<file path="src/rtl/control.sv">
// Main instruction decoder: maps opcode/multiDiv onto the datapath control strobes.
// All strobes are registered, so the decode of an opcode appears one clock later.
module control (
  input  logic       clk,
  input  logic       rst_n,
  input  logic [3:0] opcode,
  input  logic       multiDiv,
  output logic       aluBType,
  output logic       aluSrc,
  output logic       signChange,
  output logic       memRead,
  output logic       memToReg,
  output logic       memWrite,
  output logic [1:0] aluControl,
  output logic [1:0] regWrite,
  output logic [1:0] jumpBranch
);

  localparam logic [3:0] OP_NOP   = 4'b0000;
  localparam logic [3:0] OP_ADDI  = 4'b0001;
  localparam logic [3:0] OP_ANDI  = 4'b0010;
  localparam logic [3:0] OP_BEQ   = 4'b0100;
  localparam logic [3:0] OP_BLT   = 4'b0101;
  localparam logic [3:0] OP_BGT   = 4'b0110;
  localparam logic [3:0] OP_JMP   = 4'b0111;
  localparam logic [3:0] OP_LOAD  = 4'b1010;
  localparam logic [3:0] OP_STORE = 4'b1011;
  localparam logic [3:0] OP_SUBI  = 4'b1100;
  localparam logic [3:0] OP_ADDIU = 4'b1101;
  localparam logic [3:0] OP_TYPEA = 4'b1111;

  localparam logic [1:0] ALU_ADD  = 2'b00;
  localparam logic [1:0] ALU_SUB  = 2'b01;
  localparam logic [1:0] ALU_FUNC = 2'b10;
  localparam logic [1:0] ALU_AND  = 2'b11;

  localparam logic [1:0] RW_NONE = 2'b00;
  localparam logic [1:0] RW_DEST = 2'b01;
  localparam logic [1:0] RW_PAIR = 2'b10;

  localparam logic [1:0] JB_SEQ = 2'b00;
  localparam logic [1:0] JB_BEQ = 2'b01;
  localparam logic [1:0] JB_BLT = 2'b10;
  localparam logic [1:0] JB_JMP = 2'b11;

  logic       alu_b_type_d,  alu_b_type_q;
  logic       alu_src_d,     alu_src_q;
  logic       sign_change_d, sign_change_q;
  logic       mem_read_d,    mem_read_q;
  logic       mem_to_reg_d,  mem_to_reg_q;
  logic       mem_write_d,   mem_write_q;
  logic [1:0] alu_control_d, alu_control_q;
  logic [1:0] reg_write_d,   reg_write_q;
  logic [1:0] jump_branch_d, jump_branch_q;

  // Unused opcodes fall through to the all-zero NOP word.
  always_comb begin
    alu_b_type_d  = 1'b0;
    alu_src_d     = 1'b0;
    sign_change_d = 1'b0;
    mem_read_d    = 1'b0;
    mem_to_reg_d  = 1'b0;
    mem_write_d   = 1'b0;
    alu_control_d = ALU_ADD;
    reg_write_d   = RW_NONE;
    jump_branch_d = JB_SEQ;
    case (opcode)
      OP_TYPEA: begin
        alu_control_d = ALU_FUNC;
        // multiDiv is only looked at here, so an undriven flag elsewhere cannot leak X.
        reg_write_d   = (multiDiv === 1'b1) ? RW_PAIR : RW_DEST;
      end
      OP_ADDI: begin
        alu_src_d     = 1'b1;
        sign_change_d = 1'b1;
        reg_write_d   = RW_DEST;
      end
      OP_ANDI: begin
        alu_src_d     = 1'b1;
        alu_control_d = ALU_AND;
        reg_write_d   = RW_DEST;
      end
      OP_LOAD: begin
        alu_src_d     = 1'b1;
        sign_change_d = 1'b1;
        mem_read_d    = 1'b1;
        mem_to_reg_d  = 1'b1;
        reg_write_d   = RW_DEST;
      end
      OP_STORE: begin
        alu_src_d     = 1'b1;
        sign_change_d = 1'b1;
        mem_write_d   = 1'b1;
      end
      OP_SUBI: begin
        alu_src_d     = 1'b1;
        sign_change_d = 1'b1;
        alu_control_d = ALU_SUB;
        reg_write_d   = RW_DEST;
      end
      OP_ADDIU: begin
        alu_src_d     = 1'b1;
        reg_write_d   = RW_DEST;
      end
      OP_BEQ: begin
        alu_control_d = ALU_SUB;
        jump_branch_d = JB_BEQ;
      end
      OP_BLT: begin
        alu_control_d = ALU_SUB;
        jump_branch_d = JB_BLT;
      end
      OP_BGT: begin
        // Greater-than reuses the less-than compare with A/B swapped.
        alu_b_type_d  = 1'b1;
        alu_control_d = ALU_SUB;
        jump_branch_d = JB_BLT;
      end
      OP_JMP: begin
        jump_branch_d = JB_JMP;
      end
      default: ;
    endcase
  end

  always_ff @(posedge clk or negedge rst_n) begin
    if (!rst_n) begin
      alu_b_type_q  <= 1'b0;
      alu_src_q     <= 1'b0;
      sign_change_q <= 1'b0;
      mem_read_q    <= 1'b0;
      mem_to_reg_q  <= 1'b0;
      mem_write_q   <= 1'b0;
      alu_control_q <= 2'b00;
      reg_write_q   <= 2'b00;
      jump_branch_q <= 2'b00;
    end else begin
      alu_b_type_q  <= alu_b_type_d;
      alu_src_q     <= alu_src_d;
      sign_change_q <= sign_change_d;
      mem_read_q    <= mem_read_d;
      mem_to_reg_q  <= mem_to_reg_d;
      mem_write_q   <= mem_write_d;
      alu_control_q <= alu_control_d;
      reg_write_q   <= reg_write_d;
      jump_branch_q <= jump_branch_d;
    end
  end

  assign aluBType   = alu_b_type_q;
  assign aluSrc     = alu_src_q;
  assign signChange = sign_change_q;
  assign memRead    = mem_read_q;
  assign memToReg   = mem_to_reg_q;
  assign memWrite   = mem_write_q;
  assign aluControl = alu_control_q;
  assign regWrite   = reg_write_q;
  assign jumpBranch = jump_branch_q;

endmodule

</file>
<file path="config.mk">
export PLATFORM = sky130hd
export DESIGN_NAME = control
export DESIGN_NICKNAME = d
export VERILOG_FILES = /design/src/rtl/control.sv
export SDC_FILE = /design/constraint.sdc
export NUM_CORES = 1
export LEC_CHECK = 0
export CAP_MARGIN = 40
export CELL_PAD_IN_SITES_DETAIL_PLACEMENT = 2
export CELL_PAD_IN_SITES_GLOBAL_PLACEMENT = 2
export CORE_ASPECT_RATIO = 0.8
export CORE_MARGIN = 2
export CORE_UTILIZATION = 27
export CTS_BUF_LIST = sky130_fd_sc_hd__clkbuf_8
export CTS_CLUSTER_DIAMETER = 40
export DETAILED_ROUTE_END_ITERATION = 8
export PLACE_DENSITY_LB_ADDON = 0.2
export SETUP_SLACK_MARGIN = 0.2
export SKIP_CTS_REPAIR_TIMING = 1
export SYNTH_ARGS = -nofsm -noshare
export SYNTH_HDL_FRONTEND = slang
export SYNTH_SLANG_ARGS = --single-unit
</file>
<file path="constraint.sdc">
create_clock -name clk -period 0.8 [get_ports clk]
set_input_delay 0.12 -clock clk [delete_from_list [all_inputs] [get_ports clk]]
set_output_delay 0.12 -clock clk [all_outputs]
set_load 0.01 [all_outputs]
</file>
# Word level (Yosys, flattened, before mapping)
# Cells that the tools add are included.
[totals]
reg_bits = 11
latchBits = 0
mem_bits_rw = 0
rom_bits = 0
out_inout_bits = 12
wordCells = 34
mem_count = 0
[classes]
addsub = 0
multipliers = 0
div_mod_pow = 0
order_cmp = 0
eq_ne = 12
n_shift = 0
mux = 9
bitwise_logic = 0
n_reduce_logical = 5
[op_table]
columns = ["cell", "count"]
rows = [
  ["4-bit == test, second input constant", 5],
  ["4-bit by 3-bit == test with 1-bit output, second input constant", 4],
  ["2-bit one-hot mux with 3 select lines", 2],
  ["4-bit OR reduction", 2],
  ["6-bit OR reduction", 1],
  ["1-bit 2-to-1 mux", 5],
  ["5-bit OR reduction", 1],
  ["4-bit by 1-bit == test with 1-bit output, second input constant", 1],
  ["4-bit by 2-bit == test with 1-bit output, second input constant", 1],
  ["2-bit one-hot mux with 2 select lines", 1],
  ["2-bit 2-to-1 mux", 1],
  ["2-bit OR reduction", 1],
  ["1-bit === test, second input constant", 1],
]

# Logic depth before layout (Yosys ltp)
# Gate-level depths: netlist of run 1.
[logic_depth]
depth_word = 3
mapped_depth = 4
mapped_depth_nobuf = 3

# Worst setup path before layout of run 1
# Ideal clock, no wire load.
[synth_timing]
path_kind = "input -> register"
start = "in opcode[2]"
end = "reg reg_write_q[0], in the netlist regWrite[0]"
setup_ns = 0.131
arrival_ns = 0.750
path_slack_ns = -0.081
stages = 4
path_buffers = 1
path_cell_list = "buf_2 nand2_2 nor3b_1 or3_1"
[synth_via]
elab_chain_len = 3
elab_cells_between_ends = 8
classes_between = "eq/ne: 6; mux: 1; reduce/logical: 1"
[synth_rtl]
columns = ["item", "line_no", "source"]
rows = [
  ["start, declared", "6", "input logic [3:0] opcode,"],
  ["4-bit == test (tied with other cells)", "67", "case (opcode)"],
  ["5-bit OR reduction (no source line)", "n/a", ""],
  ["2-bit one-hot mux with 2 select lines (*)", "67", ""],
  ["net reg_write_d[0]", "53", "logic [1:0] reg_write_d, reg_write_q;"],
  ["end signal, assigned", "145", "reg_write_q <= reg_write_d;"],
  ["end, declared", "53", ""],
]
# The timed path passes the listed nets; every way through them passes the cells marked *.

# Worst setup path after layout of run 1
[layout_timing]
start = "reg mem_to_reg_q, in the netlist memToReg"
end = "out memToReg"
[layout_rtl]
columns = ["item", "line_no", "source"]
rows = [
  ["start, declared", "50", "logic mem_to_reg_d, mem_to_reg_q;"],
  ["start signal, assigned", "142", "mem_to_reg_q <= mem_to_reg_d;"],
  ["end, declared", "12", "output logic memToReg,"],
]
# No word-level cell between the ends.

==> results.md, run 1 <==
- WL met3: 80 um
- Multi-input logic area: 241.5 um^2
- Port Buffers: 18
- Overall Global Routing Usage: 17.76%
- Global route overflow: 0
- Largest family of logic cells by synthesized area: simple AND/OR/NAND/NOR gates
- Max-Cap Viols: 0
- Final hold vios: 0
- Slowest cell delay on critical path: 0.37 ns
- Initial DRC count: 6
- Total chip power: 1.453 mW
- Non-filler cells in the finished layout: 98
- Sequential cell area fraction in the yosys report: 58.05%
- Area share of and/or/nand/nor cells after synthesis: 22.96%
- Filler instances: 165
- Synth unique cells: 19
- Power Dens Cells: 1688 nW/um^2
- Status: finished, violations left
- Initial Utilization: 28.87%
- Worst relative slew slack: 84.97%
- # diodes: 0
- Vias in the first global route: 533
- Vias per cell: 4.561
- Comb pwr share: 21.6%
- First-pass GRT wire length: 2718 um
- Post-route minimum period: 0.8582 ns
- CP cell instances: clkbuf_2
- Switching share of power: 25.44%
- CTS Buf Count: 3
- Synthesized area: 474.2 um^2
- Routed Antenna Nets: 0
- Clock Pin Slew Worst Setup and Hold Paths: 0.05 ns
- Internal: 1.083 mW
- Final setup violating endpoints: 12
- Mapped Cells: 45
- Final WS setup: -0.05823 ns
- 1st-pass router iterations: 4
- Startpoint class of the critical path: flop
- M1 WL: 720 um
- Die X: 50.86 um
- Largest net degree at the start of global routing: 12
- Clock root buffer: clkbuf_8
- Critical path class: reg2out
- Lkg Pwr: 0.4377 nW
- Reg area: 275.3 um^2
- Period Utilization, post-route: 107.3%
- Worst-Margin Slew: 0.2245 ns
- Net switching power: 0.3698 mW
- CTS max path bufs: 2
- Synth area leader: dfrtp_1
- RSZ-0062 raised after global routing: yes
- Critical Path RT: 0.68 ns
- CTS tree: built
- Syn-to-layout area delta: 81.53%
- Clock sink total: 11
- Via count: 447
- Max Fanout on Critical Path: 2
- Post-synthesis mux area share: 0%
- Hold Crit Class: in2reg
- Peak supply drop: 0.8326 mV
- Placed insts: 93
- Compound-Gate Fraction of Synth Area: 9.499%
- WL/cell: 17.51 um
- Flop pwr share: 40.9%
- Failing checks: setup timing
- IO Pins: 19
- Drt total wl: 1716 um
- Die area: 2110 um^2
- Row cnt: 13
- Die Y-Extent: 41.49 um
- CP top delay family: flip-flops
- Avg Cell Area, Syn: 10.54 um^2
- Clock share of power: 37.5%
- Slowest-stage cell, CP: dfrtp_1
- Initial antenna violation count: 0
- Post-Syn Nets: 52
- Max Clk Rate: 1165 MHz
- H-tree Lvls: 1
- FF+latch count, synth: 11
- Final Max Slew Viols: 0
- # DRC: 0
- Yosys warnings: 0
- Crit end category: primary output
- Share of layout cells above drive strength 1: 60.53%
- Gpl congestion: 0.7887
- Dpl hpwl: 1173 um
- Xor/xnor share of the synthesized area: 1.847%
- Met2 routed WL: 915 um
- Setup_tns: -0.4363 ns
- Synth area leaders: dfrtp_1 (58%), nor2_1 (4.7%), nand2b_1 (4.0%)
- Hold Slack: 0.1490 ns
- Bufs and invs on worst path: 1
- Final net count: 84
- Top Metal Used: met3
- WP data arrival: 0.74 ns
- Core ar.: 1643 um^2
- Synth Area in Adders: 0%
- Top-area cell type share of the netlist area: 58.05%
==> cell families (layout without fill, tap and decap cells) <==
| group | Yosys count | count (layout) |
|---|---|---|
| buffers and inverters | 6 | 37 |
| and+or+nand+nor | 19 | 19 |
| xor gates and xnor gates | 1 | 1 |
| AOI/OAI and AO/OA | 8 | 8 |
| DFF | 11 | 11 |
==> per-layer routing <==
metal / global-route usage [%] / vias up
met4: 5.405 / 0
met5: 0 / -
met2: 34.74 / 15
met3: 2.878 / 0
li1: - / 209
met1: 19.17 / 223
==> cell usage after synthesis (all sizes together) <==
master	count
nor2b	2
nor3b	1
nand2	2
a21oi	3
inv	2
nand3	2
or3	2
a31oi	1
o21ai	1
buf	4
o22ai	3
nor4b	1
nand2b	3
nor2	6
dfrtp	11
xnor2	1
==> registers in the layout, indices dropped and copies added (netlist names) <==
signal      count
regWrite        2
signChange      1
memToReg        1
aluControl      2
aluBType        1
jumpBranch      2
aluSrc          1
memWrite        1
==> cell type report <==
| class | count | share of cell area, % |
|---|---|---|
| timing repair buffer | 31 | 30.67 |
| clock inverter | 1 | 0.4360 |
| clock buffer | 3 | 4.797 |
| multi-input combinational | 28 | 28.05 |
| sequential | 11 | 31.98 |
| tap | 22 | 3.198 |
| inverter | 2 | 0.8721 |
==> layout by cell type, fill, tap and decap left out, types with 3 or more instances in the layout <==
cell type  netlist  layout
nor2_1           6       5
clkbuf_8         0       3
nand2b_4         0       3
buf_4            1       7
dfrtp_1         11      11
buf_6            1       7
clkbuf_2         0      12
inv_1            2       3
a21oi_2          0       3
==> worst paths after layout <==
path / startpoint / to / slack (ns) / cells after the start
max in group asynchronous: rst_n / aluControl[1]$_DFF_PN0_ / 0.46 / 2
min: opcode[0] / regWrite[1]$_DFF_PN0_ / 0.15 / 3
min in group asynchronous: rst_n / memToReg$_DFF_PN0_ / 0.23 / 2
max: memToReg$_DFF_PN0_ / memToReg / -0.06 / 1
==> stage by stage <==
step / setup WS, ns / instance area [um^2] / util [%]
final: -0.05823 / 860.8 / 52.40
after global routing: -0.07842 / 860.8 / 52.40
after CTS: -0.4464 / 817.0 / 49.73
after detailed placement: -0.6462 / 772.0 / 46.99
after global placement: -0.5879 / 772.0 / 46.99
after floorplan: -0.02349 / 519.2 / -
==> power groups by stage <==
| stage | combinational, mW | sequential [mW] | clock (mW) |
|---|---|---|---|
| after detailed placement | 0.282 | 0.605 | 0 |
| after CTS | 0.289 | 0.595 | 0.552 |
| final | 0.315 | 0.594 | 0.545 |
| after global placement | 0.267 | 0.602 | 0 |
| after global routing | 0.337 | 0.598 | 0.582 |
| after floorplan | 0.101 | 0.620 | 0 |
(Power assumes the default switching activity.)
==> inputs of run 2 (changes only) <==
--- a/config.mk
+++ b/config.mk
@@ -6,15 +6,15 @@
 export NUM_CORES = 1
 export LEC_CHECK = 0
 export CAP_MARGIN = 40
-export CELL_PAD_IN_SITES_DETAIL_PLACEMENT = 2
-export CELL_PAD_IN_SITES_GLOBAL_PLACEMENT = 2
-export CORE_ASPECT_RATIO = 0.8
+export CELL_PAD_IN_SITES_DETAIL_PLACEMENT = 1
+export CELL_PAD_IN_SITES_GLOBAL_PLACEMENT = 1
 export CORE_MARGIN = 2
-export CORE_UTILIZATION = 27
+export CORE_UTILIZATION = 32
 export CTS_BUF_LIST = sky130_fd_sc_hd__clkbuf_8
 export CTS_CLUSTER_DIAMETER = 40
 export DETAILED_ROUTE_END_ITERATION = 8
 export PLACE_DENSITY_LB_ADDON = 0.2
+export REMOVE_ABC_BUFFERS = 1
 export SETUP_SLACK_MARGIN = 0.2
 export SKIP_CTS_REPAIR_TIMING = 1
 export SYNTH_ARGS = -nofsm -noshare
==> constraint.sdc (replaced) <==
create_clock -name clk -period 0.9 [get_ports clk]
set_input_delay 0.135 -clock clk [delete_from_list [all_inputs] [get_ports clk]]
set_output_delay 0.135 -clock clk [all_outputs]
set_load 0.01 [all_outputs]
==> results.md, run 2 (same netlist as run 1, synthesis figures left out) <==
- Placed insts: 83
- Critical path class: reg2out
- Drt total wl: 1163 um
- Power Dens Cells: 1657 nW/um^2
- RSZ-0062 raised after global routing: yes
- M1 WL: 549 um
- Vias per cell: 4.841
- Row cnt: 13
- Layout Utilization: 54.49%
- WL/cell: 13.22 um
- Final Max Slew Viols: 0
- Routed Antenna Nets: 0
- 1st-pass router iterations: 2
- Final net count: 81
- CTS max path bufs: 2
- # DRC: 0
- Clock Pin Slew Worst Setup and Hold Paths: 0.05 ns
- Slowest-stage cell, CP: dfrtp_1
- Slowest cell delay on critical path: 0.36 ns
- Die area: 1806 um^2
- IO Pins: 19
- Initial Utilization: 35.13%
- First-pass GRT wire length: 1725 um
- Max Clk Rate: 1157 MHz
- Worst relative slew slack: 85.02%
- Period Utilization, post-route: 96.07%
- Met2 routed WL: 509 um
- Worst-Margin Slew: 0.2238 ns
- Syn-to-layout area delta: 55.15%
- Gpl congestion: 0.7881
- Most frequent cells in the layout: dfrtp_1 (11), buf_4 (11), buf_2 (10)
- Lkg Pwr: 0.3887 nW
- CP top delay family: flip-flops
- Vias in the first global route: 418
- Startpoint class of the critical path: flop
- Global route overflow: 0
- WHS Endpoint: regWrite[1]$_DFF_PN0_
- Bufs and invs on worst path: 1
- H-tree Lvls: 1
- # diodes: 0
- Hold_sp: opcode[0]
- Critical Path RT: 0.76 ns
- Overall Global Routing Usage: 13.14%
- Dpl hpwl: 899.8 um
- Share of layout cells above drive strength 1: 50.68%
- Max Fanout on Critical Path: 1
- Clock sink total: 11
- Initial antenna violation count: 0
- Hold-critical path depth: 3
- Die X: 42.50 um
- Die Y-Extent: 42.50 um
- WL met3: 100 um
- Port Buffers: 18
- Post-route minimum period: 0.8647 ns
- Core ar.: 1350 um^2
- CP cell instances: buf_2
- Top Metal Used: met4
- Via count: 426
- Peak supply drop: 0.8734 mV
- Largest net degree at the start of global routing: 12
- Crit end category: primary output
- CTS tree: built
- Max-Cap Viols: 0
- Clock root buffer: clkbuf_8
- Final hold vios: 0
- Non-filler cells in the finished layout: 88
- Final setup violating endpoints: 0
- Hold Crit Class: in2reg
- CTS Buf Count: 3
- Status: finished, final reports clean
- WP data arrival: 0.73 ns
- Hold Slack: 0.1811 ns
- Initial DRC count: 7
==> run 2: cell type report <==
class,count,area (um^2)
well taps,15,18.77
inverters,2,7.507
repair buffers,28,187.7
flip-flops and latches,11,275.3
clock inverters,1,5.005
fillers,157,614.3
multi-input cells,28,200.2
clock buffers,3,41.29
==> run 2: per-stage QoR <==
stage                     setup WS (ns)  power [mW]  TNS (ns)  area (um^2)
after floorplan                  0.1635      0.6001         0        445.4
after global placement          -0.4873      0.7467    -4.858        711.9
after detailed placement        -0.5174      0.7542    -5.336        711.9
after CTS                       -0.3395       1.227    -5.649        758.2
after global routing          -0.006655       1.273  -0.01091        735.7
final                           0.03534       1.219         0        735.7
==> run 2: how the worst max path moves through the flow <==
stage | from | to | cells past startpoint
2_1_floorplan | opcode[0] | regWrite[0]$_DFF_PN0_ | 3
3_3_place_gp | opcode[0] | regWrite[0]$_DFF_PN0_ | 4
3_5_place_dp | opcode[1] | regWrite[0]$_DFF_PN0_ | 4
4_1_cts | memToReg$_DFF_PN0_ | memRead | 1
5_1_grt | memToReg$_DFF_PN0_ | memRead | 1
6_report | aluControl[0]$_DFF_PN0_ | aluControl[0] | 1
==> run 2: power breakdown <==
| group | leakage [nW] | internal [mW] | switching [mW] |
|---|---|---|---|
| Clock | 0.0255 | 0.304 | 0.180 |
| Sequential | 0.146 | 0.521 | 0.00615 |
| Combinational | 0.218 | 0.100 | 0.108 |
==> run 2: routing by layer <==
metal / up-vias / global-route usage (%)
li1: 208 / -
met1: 196 / 16.40
met2: 20 / 20.00
met3: 2 / 3.879
met4: 0 / 7.500
met5: - / 0
==> inputs of run 3 (changes only) <==
--- a/config.mk
+++ b/config.mk
@@ -17,6 +17,8 @@
 export REMOVE_ABC_BUFFERS = 1
 export SETUP_SLACK_MARGIN = 0.2
 export SKIP_CTS_REPAIR_TIMING = 1
+export SLEW_MARGIN = 20
 export SYNTH_ARGS = -nofsm -noshare
 export SYNTH_HDL_FRONTEND = slang
 export SYNTH_SLANG_ARGS = --single-unit
+export TNS_END_PERCENT = 50
==> results.md, run 3 (same netlist as run 1, synthesis figures left out) <==
- Status: finished, final reports clean
- Critical path startpoint: memToReg$_DFF_PN0_
- Vias in the first global route: 418
- Drt total wl: 1095 um
- Max Fanout on Critical Path: 2
- Critical Path RT: 0.76 ns
- Via count: 418
- Post-route minimum period: 0.8605 ns
- Die X: 42.50 um
- CP cell instances: clkbuf_2
- Initial DRC count: 2
- Capture point of the worst path: memRead
- Largest net degree at the start of global routing: 12
- Final Max Slew Viols: 0
- WP data arrival: 0.73 ns
- Lkg Pwr: 0.3807 nW
- Overall Global Routing Usage: 13.14%
- Die Y-Extent: 42.50 um
- Final setup violating endpoints: 0
- CP top delay family: flip-flops
- Syn-to-layout area delta: 50.92%
- Global route overflow: 0
- H-tree Lvls: 1
- IO Pins: 19
- Dpl ws: -0.5174 ns
- Initial Utilization: 35.13%
- Filler instances: 159
- Most frequent cells in the layout: buf_2 (12), dfrtp_1 (11), buf_4 (11)
- # DRC: 0
- Clock sink total: 11
- CTS tree: built
- Worst relative slew slack: 85.58%
- Hold_sp: opcode[0]
- Hold Crit Class: in2reg
- Initial antenna violation count: 0
- First-pass GRT wire length: 1725 um
- Slowest-stage cell, CP: dfrtp_1
- Vias per cell: 4.750
- Crit end category: primary output
- Routed Antenna Nets: 0
- # diodes: 0
- Row cnt: 13
- Gpl congestion: 0.7881
- CTS Buf Count: 3
- Peak supply drop: 0.5040 mV
- RSZ-0062 raised after global routing: yes
- Clock root buffer: clkbuf_8
- Period Utilization, post-route: 95.61%
- Slowest cell delay on critical path: 0.37 ns
- Final net count: 81
- WL/cell: 12.44 um
- Share of layout cells above drive strength 1: 47.95%
- CTS max path bufs: 2
- Clock Pin Slew Worst Setup and Hold Paths: 0.05 ns
- Number of cells on the critical path: 1
- Final WS setup: 0.03954 ns
- Startpoint class of the critical path: flop
- Final hold vios: 0
- Max Clk Rate: 1162 MHz
- Core ar.: 1350 um^2
- Power Dens Cells: 1665 nW/um^2
- Critical path class: reg2out
- Placed insts: 83
- Dpl hpwl: 899.8 um
- Port Buffers: 18
- Most common cell after layout, fill and taps aside: buf_2
- Non-filler cells in the finished layout: 88
- Worst-Margin Slew: 0.2154 ns
- Die area: 1806 um^2
- 1st-pass router iterations: 2
- Bufs and invs on worst path: 1
- Max-Cap Viols: 0
## run 3: final cells by class
class / instances / area (um^2) / share of cell area [%]
clock inverters: 1 / 5.005 / 0.6993
clock buffers: 3 / 41.29 / 5.769
repair buffers: 28 / 182.7 / 25.52
inverters: 2 / 7.507 / 1.049
multi-input cells: 28 / 185.2 / 25.87
well taps: 15 / 18.77 / 2.622
flip-flops and latches: 11 / 275.3 / 38.46
## run 3: worst min path at each step
stage                              end  slack [ns]  depth (start not counted)
5_1_grt          regWrite[1]$_DFF_PN0_        0.19                          3
3_3_place_gp   aluControl[1]$_DFF_PN0_        0.44                          2
3_5_place_dp      signChange$_DFF_PN0_        0.45                          2
6_report         regWrite[1]$_DFF_PN0_        0.18                          3
2_1_floorplan       aluBType$_DFF_PN0_       -0.16                          0
4_1_cts           signChange$_DFF_PN0_        0.20                          2
## run 3: power by group
part	total (mW)	switching, mW	internal (mW)
Clock	0.468	0.166	0.302
Combinational	0.196	0.101	0.0947
Sequential	0.527	0.00601	0.521
Total	1.19	0.273	0.918
## run 3: through the flow
step           hold WS, ns  power, mW  cell area (um^2)  util [%]  setup TNS [ns]
2_1_floorplan      -0.1606     0.6001             445.4         -               0
3_3_place_gp        0.4420     0.7467             711.9     52.73          -4.858
3_5_place_dp        0.4475     0.7542             711.9     52.73          -5.336
4_1_cts             0.1961      1.227             758.2     56.16          -5.649
5_1_grt             0.1863      1.257             715.7     53.01       -0.007246
6_report            0.1826      1.192             715.7     53.01               0
## run 3: layer usage
layer / GRT usage, % / wire, um / up-vias
met2: 20.00 / 527 / 18
met4: 7.500 / 4 / 0
met1: 16.40 / 481 / 194
li1: - / - / 204
met5: 0 / 0 / -
met3: 3.879 / 82 / 2
==> RTL edit 1: new RTL, flow settings as in run 3 <==
Make the reset (`rst_n`) synchronous in one clocked block.
--- a/src/rtl/control.sv
+++ b/src/rtl/control.sv
@@ -123,7 +123,7 @@
     endcase
   end
 
-  always_ff @(posedge clk or negedge rst_n) begin
+  always_ff @(posedge clk) begin
     if (!rst_n) begin
       alu_b_type_q  <= 1'b0;
       alu_src_q     <= 1'b0;
Formal check against the unedited RTL: differs if rst_n is asserted again (counterexample within 4 cycles, from zero or initial values and one cycle with rst_n low); with rst_n held inactive, the same outputs for 10 cycles.
==> RTL edit 1 against run 3 <==
- sequential cell count unchanged
- final area increased by 7.7%
- synthesized cell count increased by 8.9%
- non-clock buffer count increased by 1
- worst setup slack improved by 0.044 ns
- area after synthesis decreased by 5.0%
- routed wire length increased by 23%
- die area decreased by 4.6%
- total power increased by 2.1%
- critical path type unchanged
==> RTL edit 1: results (changes against run 3) <==
| Metric | Value |
|---|---|
| I/O Buffers | `18 (unchanged)` |
| Ys async rst share | `0 (-1.00)` |
| Nets@finish | `86 (+6.2%)` |
| Placed Area | `693 µm² (-2.6%)` |
| Largest net degree at the start of global routing | `12 (unchanged)` |
| Gpl congestion | `0.800 (+1.5%)` |
| Critical path arrival | `0.68 ns (-0.05 ns)` |
| Ys Warns | `0 (unchanged)` |
| Antenna Cells | `0 (unchanged)` |
| DP HPWL | `860 µm (-4.4%)` |
| Crit-path leading delay family | `flip-flops` |
| Share of cells above drive strength 1 | `0.577 (+0.0975)` |
| Max IR drop VDD | `923 µV (+83%)` |
| Max cap viols | `0 (unchanged)` |
| CTS max path bufs | `2 (unchanged)` |
| Slowest cell delay on critical path | `0.31 ns (-0.06 ns)` |
| Global Route Usage Sum | `0.157 (+0.0258)` |
| Critical path peak fanout | `1 (-1)` |
| Worst-Margin Slew | `0.243 ns (+0.0280 ns)` |
| Via count | `472 (+13%)` |
| Pre-Repair DR Iteration Count | `5 (+3)` |
| Yosys cell types | `24 (+5)` |
| Leading cell types by count after synthesis | `11 x dfxtp_1, 5 x nor2_1` |
| Status | `finished, final reports clean` |
| Clock-pin slew on the worst setup and hold paths | `0.05 ns (about the same)` |
| Starting DRT DRC Count | `6 (+4)` |
| Post-synth EDFFs | `0 (unchanged)` |
| DR WL/cell | `14.4 µm (+16%)` |
| Leakage | `0.362 nW (-4.9%)` |
| First-pass GRT wire length | `2080 µm (+20%)` |
| TritonCTS buffer count | `3 (unchanged)` |
| CTS H-tree depth | `1 (unchanged)` |
| Top post-synthesis cells by area | `dfxtp_1 49%, nand2b_1 4.2%, nor2_1 4.2%` |
| Initial antenna violation count | `0 (unchanged)` |
| # fillers | `176 (+11%)` |
| Setup WS pre-CTS | `-0.562 ns (-0.0441 ns)` |
| Root Buffer | `clkbuf_8` |
| Hold Path Depth | `3 (unchanged)` |
| Vias in the first global route | `460 (+10%)` |
| Critical Path Slowest Stage Cell | `dfxtp_1` |
| Tightest Hold Check Type | `in2reg` |
| Register area share after synthesis | `0.489 (-0.0916)` |
RTL edit 1: cell types whose count changed in the layout (fill, tap and decap cells not counted), moves of 4 or more:
cell and change:
buf_2 -11, buf_6 +11, dfrtp_1 -11, dfxtp_2 +7, clkbuf_2 +5, dfxtp_1 +4
RTL edit 1: logic make-up after synthesis:
kind of cell           share of synthesized area
flip-flops                                 0.489
AND/OR/NAND/NOR                            0.247
buffers and inverters                      0.100
XOR/XNOR                                  0.0194
AO/OA/AOI/OAI                              0.144
RTL edit 1: path summary, 6_finish.rpt:
path	startpoint	end	slack [ns]
worst max-delay path	signChange	signChange	0.08
worst min-delay path	multiDiv	regWrite[1]	0.17
RTL edit 1: area by class of cell:
cell class,count,area [µm²],share of cell area
clock buffers,3,41.3,0.0536
inverters,3,18.8,0.0244
well taps,15,18.8,0.0244
multi-input cells,31,210,0.273
repair buffers,29,249,0.323
clock inverters,1,3.75,0.00487
flip-flops and latches,11,229,0.297
RTL edit 1: per-stage QoR:
stage / power, mW / cells
final: 1.22 / 93
after floorplan: 0.581 / 45
after global routing: 1.27 / 93
after global placement: 0.712 / 88
after detailed placement: 0.716 / 88
after CTS: 1.21 / 92
RTL edit 1: per-layer routing:
layer  routed length [µm]  track usage  vias to the layer above
met1                  543        0.180                      231
met3                   75       0.0652                        0
met5                    0            0                        -
met2                  723        0.259                       15
met4                    0       0.0581                        0
li1                     -            -                      226
RTL edit 1: report_power, final:
part	total [mW]	internal, mW	switching [mW]
clock	0.492	0.300	0.192
combinational	0.209	0.105	0.104
sequential	0.516	0.509	0.00722
total	1.22	0.914	0.303
==> RTL edit 2: new RTL, config.mk and constraints of run 3 <==
Made on the original files. Add an input register stage for `opcode` and `multiDiv`, without a reset; this delays them by one clock. Comments in the files are not updated.
--- a/src/rtl/control.sv
+++ b/src/rtl/control.sv
@@ -43,6 +43,14 @@
   localparam logic [1:0] JB_BLT = 2'b10;
   localparam logic [1:0] JB_JMP = 2'b11;
 
+  logic [3:0] opcode_q;
+  logic multiDiv_q;
+
+  always_ff @(posedge clk) begin
+    opcode_q   <= opcode;
+    multiDiv_q <= multiDiv;
+  end
+
   logic       alu_b_type_d,  alu_b_type_q;
   logic       alu_src_d,     alu_src_q;
   logic       sign_change_d, sign_change_q;
@@ -64,11 +72,11 @@
     alu_control_d = ALU_ADD;
     reg_write_d   = RW_NONE;
     jump_branch_d = JB_SEQ;
-    case (opcode)
+    case (opcode_q)
       OP_TYPEA: begin
         alu_control_d = ALU_FUNC;
         // multiDiv is only looked at here, so an undriven flag elsewhere cannot leak X.
-        reg_write_d   = (multiDiv === 1'b1) ? RW_PAIR : RW_DEST;
+        reg_write_d   = (multiDiv_q === 1'b1) ? RW_PAIR : RW_DEST;
       end
       OP_ADDI: begin
         alu_src_d     = 1'b1;
Function: changed (Yosys sat finds a counterexample within 4 cycles, from zero or initial values and one cycle with rst_n low).
==> RTL edit 2 against run 3 <==
- the run now ends with negative setup slack left
- total power rose by 33%
- routed wire length rose by 7.3%
- worst setup slack got worse by 0.13 ns
- area after synthesis rose by 21%
- global-route usage rose by 0.21 points
- sequential cell count rose by 5
- final area rose by 22%
==> RTL edit 2: results (changes against run 3) <==
| Metric | Value |
|---|---|
| Met3 wire len | `85 µm (+3.7%)` |
| Layout clock area frac | `0.0630 (-0.00165)` |
| Starting DRT DRC Count | `3 (+1)` |
| Final-report setup violation count | `7 (+7)` |
| Worst hold margin | `0.189 ns (+0.00601 ns)` |
| Share of cells above drive strength 1 | `0.487 (+0.00773)` |
| CTS Sinks | `16 (+5)` |
| Sequential fraction of total cell area | `0.447 (+0.0624)` |
| Critical path peak fanout | `7 (+5)` |
| CLK BUF | `4 (+1)` |
| Grt met2 use | `0.208 (+0.00833)` |
| Leakage | `0.421 nW (+11%)` |
| Ys async rst share | `0.688 (-0.313)` |
| Failing checks | `negative setup slack` |
| Multi-input logic portion of the cell area | `0.222 (-0.0367)` |
| Leading cell types by count after synthesis | `11 x dfrtp_1, 6 x nor2_1, 5 x dfxtp_1` |
| Crit. Startpoint | `opcode_q[0]` |
| Signal buf overhead | `0.223 (-0.0317)` |
| DR WL/cell | `11.4 µm (-8.3%)` |
| Worst setup path endpoint | `regWrite[0]` |
| Vias in the first global route | `465 (+11%)` |
| Global Route Usage Sum | `0.133 (+0.00213)` |
| GRT met3 Usage | `0.0471 (+0.00827)` |
| Via count | `451 (+7.9%)` |
| Status | `finished with violations` |
| Crit-path leading delay family | `simple AND/OR/NAND/NOR gates` |
| M1 GR Usage | `0.161 (-0.00339)` |
| Top post-synthesis cells by area | `dfrtp_1 48%, dfxtp_1 17%, nor2_1 3.9%` |
| Nets@finish | `86 (+6.2%)` |
| Tightest Hold Check Type | `in2async` |
| Worst-Margin Slew | `0.283 ns (+0.0671 ns)` |
| DP HPWL | `867 µm (-3.6%)` |
| Gpl congestion | `0.785 (-0.44%)` |
| Fin worst setup slack | `-0.0882 ns (-0.128 ns)` |
[RTL edit 2: cells by family (layout without fill, tap and decap cells)]
logic type / count (synthesis) / after routing / share of synthesized area
AO/OA/AOI/OAI: 8 / 8 / 0.0784
XOR/XNOR: 1 / 1 / 0.0153
buffers and inverters: 6 / 34 / 0.0632
flip-flops: 16 / 16 / 0.654
AND/OR/NAND/NOR: 19 / 19 / 0.190
[RTL edit 2: power by group]
group          total, mW  internal, mW  switching [mW]
Sequential         0.778         0.749          0.0286
Clock              0.621         0.387           0.234
Combinational      0.185         0.104          0.0810
Total               1.58          1.24           0.343
[RTL edit 2: through the flow]
step                setup WS, ns  power [mW]  TNS, ns  std cells  instance area (µm²)
floorplan                 -0.159       0.856   -0.222         46                  546
global route              -0.168        1.66   -0.826        103                  873
CTS                       -0.361        1.63    -5.12        103                  887
global placement          -0.155       0.989    -1.45         99                  832
detailed placement        -0.190       0.995    -1.74         99                  832
finish                   -0.0882        1.58   -0.368        103                  873
